[src/rtl/clkctrl_divsel.sv]
// Glitch-free CPU clock generator: even division of hsclk_in or retimed lsclk_in, switched only after clkout falls.
// Optional macro CLKCTRL_STRETCH_EN adds clk_stretch to defer the HS rising edge.
module clkctrl_divsel #(
  parameter int DIV_W       = 2,
  parameter int SYNC_STAGES = 2,
  parameter int GAP_CYCLES  = 4
) (
  input  logic             hsclk_in,
  input  logic             rst_b,
  input  logic             lsclk_in,
  input  logic             hsclk_sel,
  input  logic [DIV_W-1:0] cpuclk_div_sel,
`ifdef CLKCTRL_STRETCH_EN
  input  logic             clk_stretch,
`endif
  output logic             clkout,
  output logic             hsclk_selected,
  output logic             lsclk_selected
);

  localparam int GAP_W = (GAP_CYCLES > 1) ? $clog2(GAP_CYCLES) : 1;

  typedef enum logic [3:0] {
    S_LSWAIT = 4'b0001,
    S_LS     = 4'b0010,
    S_GAP    = 4'b0100,
    S_HS     = 4'b1000
  } state_t;

  state_t                 r_state;
  state_t                 w_state_nxt;
  logic                   r_clkout;
  logic                   w_clkout_nxt;
  logic [DIV_W-1:0]       r_cnt;
  logic [DIV_W-1:0]       w_cnt_nxt;
  logic [DIV_W-1:0]       r_div_q;
  logic [DIV_W-1:0]       w_div_q_nxt;
  logic [GAP_W-1:0]       r_gap;
  logic [GAP_W-1:0]       w_gap_nxt;
  logic [SYNC_STAGES-1:0] r_sync;
  logic                   r_hs_sel;
  logic                   r_ls_sel;
  logic                   w_ls_sync;
  logic                   w_stretch;
  logic                   w_gap_done;
  logic                   w_hs_tick;
  logic                   w_hs_fall;

`ifdef CLKCTRL_STRETCH_EN
  assign w_stretch = clk_stretch;
`else
  assign w_stretch = 1'b0;
`endif

  assign w_ls_sync  = r_sync[SYNC_STAGES-1];
  assign w_gap_done = (r_gap == GAP_W'(GAP_CYCLES - 1));
  // Stretch only holds the end of a low phase; high phases always run to length.
  assign w_hs_tick  = (r_cnt == r_div_q) && !(!r_clkout && w_stretch);
  assign w_hs_fall  = w_hs_tick && r_clkout;

  // State, datapath and output flops; reset forces clkout low immediately.
  always_ff @(posedge hsclk_in or negedge rst_b) begin
    if (!rst_b) begin
      r_state  <= S_LSWAIT;
      r_clkout <= 1'b0;
      r_cnt    <= {DIV_W{1'b0}};
      r_div_q  <= {DIV_W{1'b0}};
      r_gap    <= {GAP_W{1'b0}};
      r_sync   <= {SYNC_STAGES{1'b0}};
      r_hs_sel <= 1'b0;
      r_ls_sel <= 1'b1;
    end else begin
      r_state  <= w_state_nxt;
      r_clkout <= w_clkout_nxt;
      r_cnt    <= w_cnt_nxt;
      r_div_q  <= w_div_q_nxt;
      r_gap    <= w_gap_nxt;
      r_sync   <= {r_sync[SYNC_STAGES-2:0], lsclk_in};
      r_hs_sel <= (w_state_nxt == S_HS);
      r_ls_sel <= (w_state_nxt == S_LS) || (w_state_nxt == S_LSWAIT);
    end
  end

  // Next-state selection; source changes only leave LS/HS on a falling clkout edge.
  always_comb begin
    w_state_nxt = r_state;
    case (r_state)
      S_LSWAIT: begin
        if (hsclk_sel)       w_state_nxt = S_GAP;
        else if (!w_ls_sync) w_state_nxt = S_LS;
        else                 w_state_nxt = S_LSWAIT;
      end
      S_LS: begin
        if (r_clkout && !w_ls_sync && hsclk_sel) w_state_nxt = S_GAP;
        else                                     w_state_nxt = S_LS;
      end
      S_GAP: begin
        if (w_gap_done) w_state_nxt = hsclk_sel ? S_HS : S_LSWAIT;
        else            w_state_nxt = S_GAP;
      end
      S_HS: begin
        if (w_hs_fall && !hsclk_sel) w_state_nxt = S_GAP;
        else                         w_state_nxt = S_HS;
      end
      default: w_state_nxt = S_LSWAIT;
    endcase
  end

  // Next clkout, phase counter, latched ratio and gap counter.
  always_comb begin
    w_clkout_nxt = 1'b0;
    w_cnt_nxt    = r_cnt;
    w_div_q_nxt  = r_div_q;
    w_gap_nxt    = {GAP_W{1'b0}};
    case (r_state)
      S_LSWAIT: begin
        w_clkout_nxt = 1'b0;
        w_cnt_nxt    = {DIV_W{1'b0}};
      end
      S_LS: begin
        w_clkout_nxt = w_ls_sync;
        w_cnt_nxt    = {DIV_W{1'b0}};
      end
      S_GAP: begin
        w_clkout_nxt = 1'b0;
        w_cnt_nxt    = {DIV_W{1'b0}};
        if (w_gap_done) begin
          w_gap_nxt   = {GAP_W{1'b0}};
          w_div_q_nxt = cpuclk_div_sel;
        end else begin
          w_gap_nxt   = r_gap + {{(GAP_W-1){1'b0}}, 1'b1};
        end
      end
      S_HS: begin
        if (w_hs_tick) begin
          w_clkout_nxt = ~r_clkout;
          w_cnt_nxt    = {DIV_W{1'b0}};
          if (w_hs_fall && hsclk_sel) w_div_q_nxt = cpuclk_div_sel;
          else                        w_div_q_nxt = r_div_q;
        end else begin
          w_clkout_nxt = r_clkout;
          if (r_cnt == r_div_q) w_cnt_nxt = r_cnt;
          else                  w_cnt_nxt = r_cnt + {{(DIV_W-1){1'b0}}, 1'b1};
        end
      end
      default: begin
        w_clkout_nxt = 1'b0;
        w_cnt_nxt    = {DIV_W{1'b0}};
      end
    endcase
  end

  assign clkout         = r_clkout;
  assign hsclk_selected = r_hs_sel;
  assign lsclk_selected = r_ls_sel;

endmodule

[config.mk]
export PLATFORM = sky130hd
export DESIGN_NAME = clkctrl_divsel
export DESIGN_NICKNAME = d
export VERILOG_FILES = /design/src/rtl/clkctrl_divsel.sv
export SDC_FILE = /design/constraint.sdc
export NUM_CORES = 1
export LEC_CHECK = 0
export BUFFER_PORTS_ARGS = -buffer_cell sky130_fd_sc_hd__buf_2
export CAP_MARGIN = 20
export CORE_MARGIN = 2
export CORE_UTILIZATION = 54
export DETAILED_ROUTE_END_ITERATION = 7
export PLACE_DENSITY = 0.79
export SKIP_LAST_GASP = 1
export SYNTH_ARGS = -nofsm -noshare
export SYNTH_HDL_FRONTEND = slang
export SYNTH_SLANG_ARGS = --single-unit
[constraint.sdc]
create_clock -name hsclk_in -period 1.9 [get_ports hsclk_in]
set_input_delay 0 -clock hsclk_in [delete_from_list [all_inputs] [get_ports hsclk_in]]
set_output_delay 0 -clock hsclk_in [all_outputs]
set_load 0.1 [all_outputs]
==> metrics.md <==
| Metric | Value |
|---|---|
| Final RePlAce weighted congestion | `0.801` |
| Placement Setup Slack | `0.277 ns` |
| Ys flop type | `dfrtp_1` |
| R2r startpoint | `r_state[1]$_DFF_PN0_` |
| Reg2reg end | `r_div_q[0]$_DFFE_PN0P_` |
| Die width | `41.4 um` |
| R2R cell count | `4` |
| Nets@finish | `85` |
| Max Freq | `616 MHz` |
| Worst EP required | `2.06 ns` |
| Setup slack, reg-to-reg | `0.28 ns` |
| Clock Skew | `0.00712 ns` |
| I/O pins | `9` |
| Synth area leaders | `dfrtp_1 (43%), dfstp_2 (7.0%), nor4b_2 (4.0%)` |
| Routed Antenna Nets | `0` |
| Final HPWL DP | `999 um` |
| Synth top area share | `43.0%` |
| Yosys warns | `0` |
| H-tree levels | `1` |
| Starting density of the core | `58.1%` |
| Arr. time, crit path | `1.78 ns` |
| Worst-Margin Slew | `0.484 ns` |
| Hold WS | `0.00818 ns` |
| Clk root buf | `clkbuf_4` |
| P&R area growth vs syn | `14.4%` |
| Layout cells sized above 1 | `27.3%` |
| CP max stage cell | `dfrtp_1` |
| Longest Clk Path Bufs | `2` |
| Final WL | `1.26 mm` |
| WL per Instance | `13.7 um` |
| Initial antenna violation count | `0` |
| Vias | `529` |
| Most frequent cells after synthesis | `dfrtp_1 (13), nand2_1 (6), nor2_1 (6)` |
| Total power | `0.969 mW` |
| Cell taking the most area after synthesis | `dfrtp_1` |
| Vias per cell | `5.75` |
| Vias in the first global route | `537` |
| Synth Cell Area | `756 um^2` |
| Distinct cells, synth | `30` |
| First-pass GRT wire length | `2.32 mm` |
| Final Hold Fails | `0` |
| Total grt overflow | `0` |
| Post-synthesis sequential area ratio | `50.0%` |
| FF+latch count, synth | `15` |
| ANT cells | `0` |
| Critical path class | `register to register` |
| Final setup TNS | `0 ns` |
| CP Capture Type | `register` |
| Slew Limit Headroom | `68.0%` |
| Status | `finished clean` |
| DIE AREA | `1710 um^2` |
| Clk_lat worst skew | `0.28 ns` |
| Final max-slew violation count | `0` |
| Finished Core Util | `66.4%` |
| 1st-iter DRT viols | `7` |
| Core area | `1300 um^2` |
| Crit path launch type | `register` |
| Beginning of the worst hold path | `hsclk_sel` |
| Clock Sinks | `15` |
| Die Ht | `41.4 um` |
| CTS tree | `done` |
| Mean Syn Cell Area | `12.0 um^2` |
| Count leader, synth | `dfrtp_1` |
| Row count | `13` |
| Period utilization | `85.4%` |
| Number of setup buffers added after CTS | `0` |
| Max-Cap Viols | `0` |
| Hold endpoint | `r_state[2]$_DFF_PN0_` |
| Reg clk slew, reported paths | `0.09 ns` |
| Tmin final | `1.62 ns` |
| Pin count of the biggest net entering global routing | `16` |
| Pleak | `0.447 nW` |
| Final setup viols | `0` |
| DRC viols | `0` |
| Min-delay worst type | `primary input to register` |
| PortBufs | `8` |
| Max FO, Critical Path | `6` |
| Net count after synthesis | `70` |
| Num CTS Buffers | `3` |
| Setup ws final | `0.277 ns` |
| Number of synthesized flops with an enable pin | `0` |
| Finished layout cell area | `865 um^2` |
| Async set-reset flop share out of synthesis | `100%` |
| Non-filler cells, final | `92` |
| Fillers | `112` |
| Dpl cells | `84` |
| Hold depth | `2` |
| Worst path cell trace | `nor2_4 > nand3b_4 > o41ai_4 > mux2_1` |
| Drt pass-1 iters | `4` |
| Synth Instances | `63` |
| CP peak stage delay | `0.47 ns` |
| PwrDens | `1120 nW/um^2` |
| RSZ-0062 raised after global routing | `false` |
| Placed inst area | `797 um^2` |
| Peak VDD IR | `606 uV` |
| Total track usage | `17.2%` |
[critical path, delay by kind of cell, from the launching register on]
family | cells | cell delay (ns)
flip-flops | 1 | 0.47
AND/OR/NAND/NOR | 2 | 0.28
AO/OA/AOI/OAI | 1 | 0.40
multiplexers | 1 | 0.35
[cell usage in the layout (no fill, tap or decap), drive strengths merged, types with 3 or more instances in the layout]
| cell type | instances |
|---|---|
| nor2 | 7 |
| buf | 8 |
| xor2 | 3 |
| clkbuf | 3 |
| dfrtp | 13 |
| a21o | 3 |
| nand2 | 6 |
| nand3b | 3 |
| dlygate4sd3 | 4 |
[cells by family after synthesis]
| group | count (synthesis) | share of synthesized area, % |
|---|---|---|
| mux | 2 | 2.98 |
| simple gates | 27 | 23.7 |
| flops | 15 | 50.0 |
| xor+xnor | 4 | 5.63 |
| compound gates | 12 | 13.6 |
| fa+ha+maj | 1 | 1.66 |
| buf+inv | 2 | 2.48 |
[routing by layer]
metal	up-vias	wire length [um]	global-route usage (%)
met1	261	566	24.2
met5	-	0	0
met4	0	0	2.58
met2	14	642	27.8
li1	254	-	-
met3	0	51	3.91
[what timing repair did]
action	4_1_cts	5_1_grt
hold endpoints to repair	18	0
hold buffers	4	0
resized for setup	0	0
[how the worst max path moves through the flow]
stage	start	to	slack, ns	depth (start not counted)
2_1_floorplan	clkout$_DFFE_PN0N_	r_div_q[0]$_DFFE_PN0P_	0.29	3
3_3_place_gp	r_state[2]$_DFF_PN0_	r_div_q[1]$_DFFE_PN0P_	0.32	4
3_5_place_dp	r_state[1]$_DFF_PN0_	r_div_q[0]$_DFFE_PN0P_	0.28	4
4_1_cts	r_state[1]$_DFF_PN0_	r_div_q[0]$_DFFE_PN0P_	0.25	4
5_1_grt	r_state[2]$_DFF_PN0_	r_div_q[1]$_DFFE_PN0P_	0.17	4
6_report	r_state[1]$_DFF_PN0_	r_div_q[0]$_DFFE_PN0P_	0.28	4
[layout make-up]
cell class	count	area, um^2	area share (%)
multi-input cells	46	359	41.5
flip-flops and latches	15	379	43.8
clock inverters	1	5.00	0.579
repair buffers	12	80.1	9.26
clock buffers	3	22.5	2.60
well taps	15	18.8	2.17
[power breakdown]
part / leakage, nW / total, mW / switching, mW / internal (mW)
clock: 0.0177 / 0.179 / 0.101 / 0.0780
combinational: 0.240 / 0.324 / 0.197 / 0.127
sequential: 0.190 / 0.467 / 0.0798 / 0.387
total: 0.447 / 0.969 / 0.378 / 0.592
[sequential cells by signal, indices dropped and copies added, names as in the netlist]
| signal | cells |
|---|---|
| clkout | 1 |
| hsclk_selected | 1 |
| lsclk_selected | 1 |
| r_cnt | 2 |
| r_div_q | 2 |
| r_gap | 2 |
| r_state | 4 |
| r_sync | 2 |
Power figures use the tool's default switching activity.
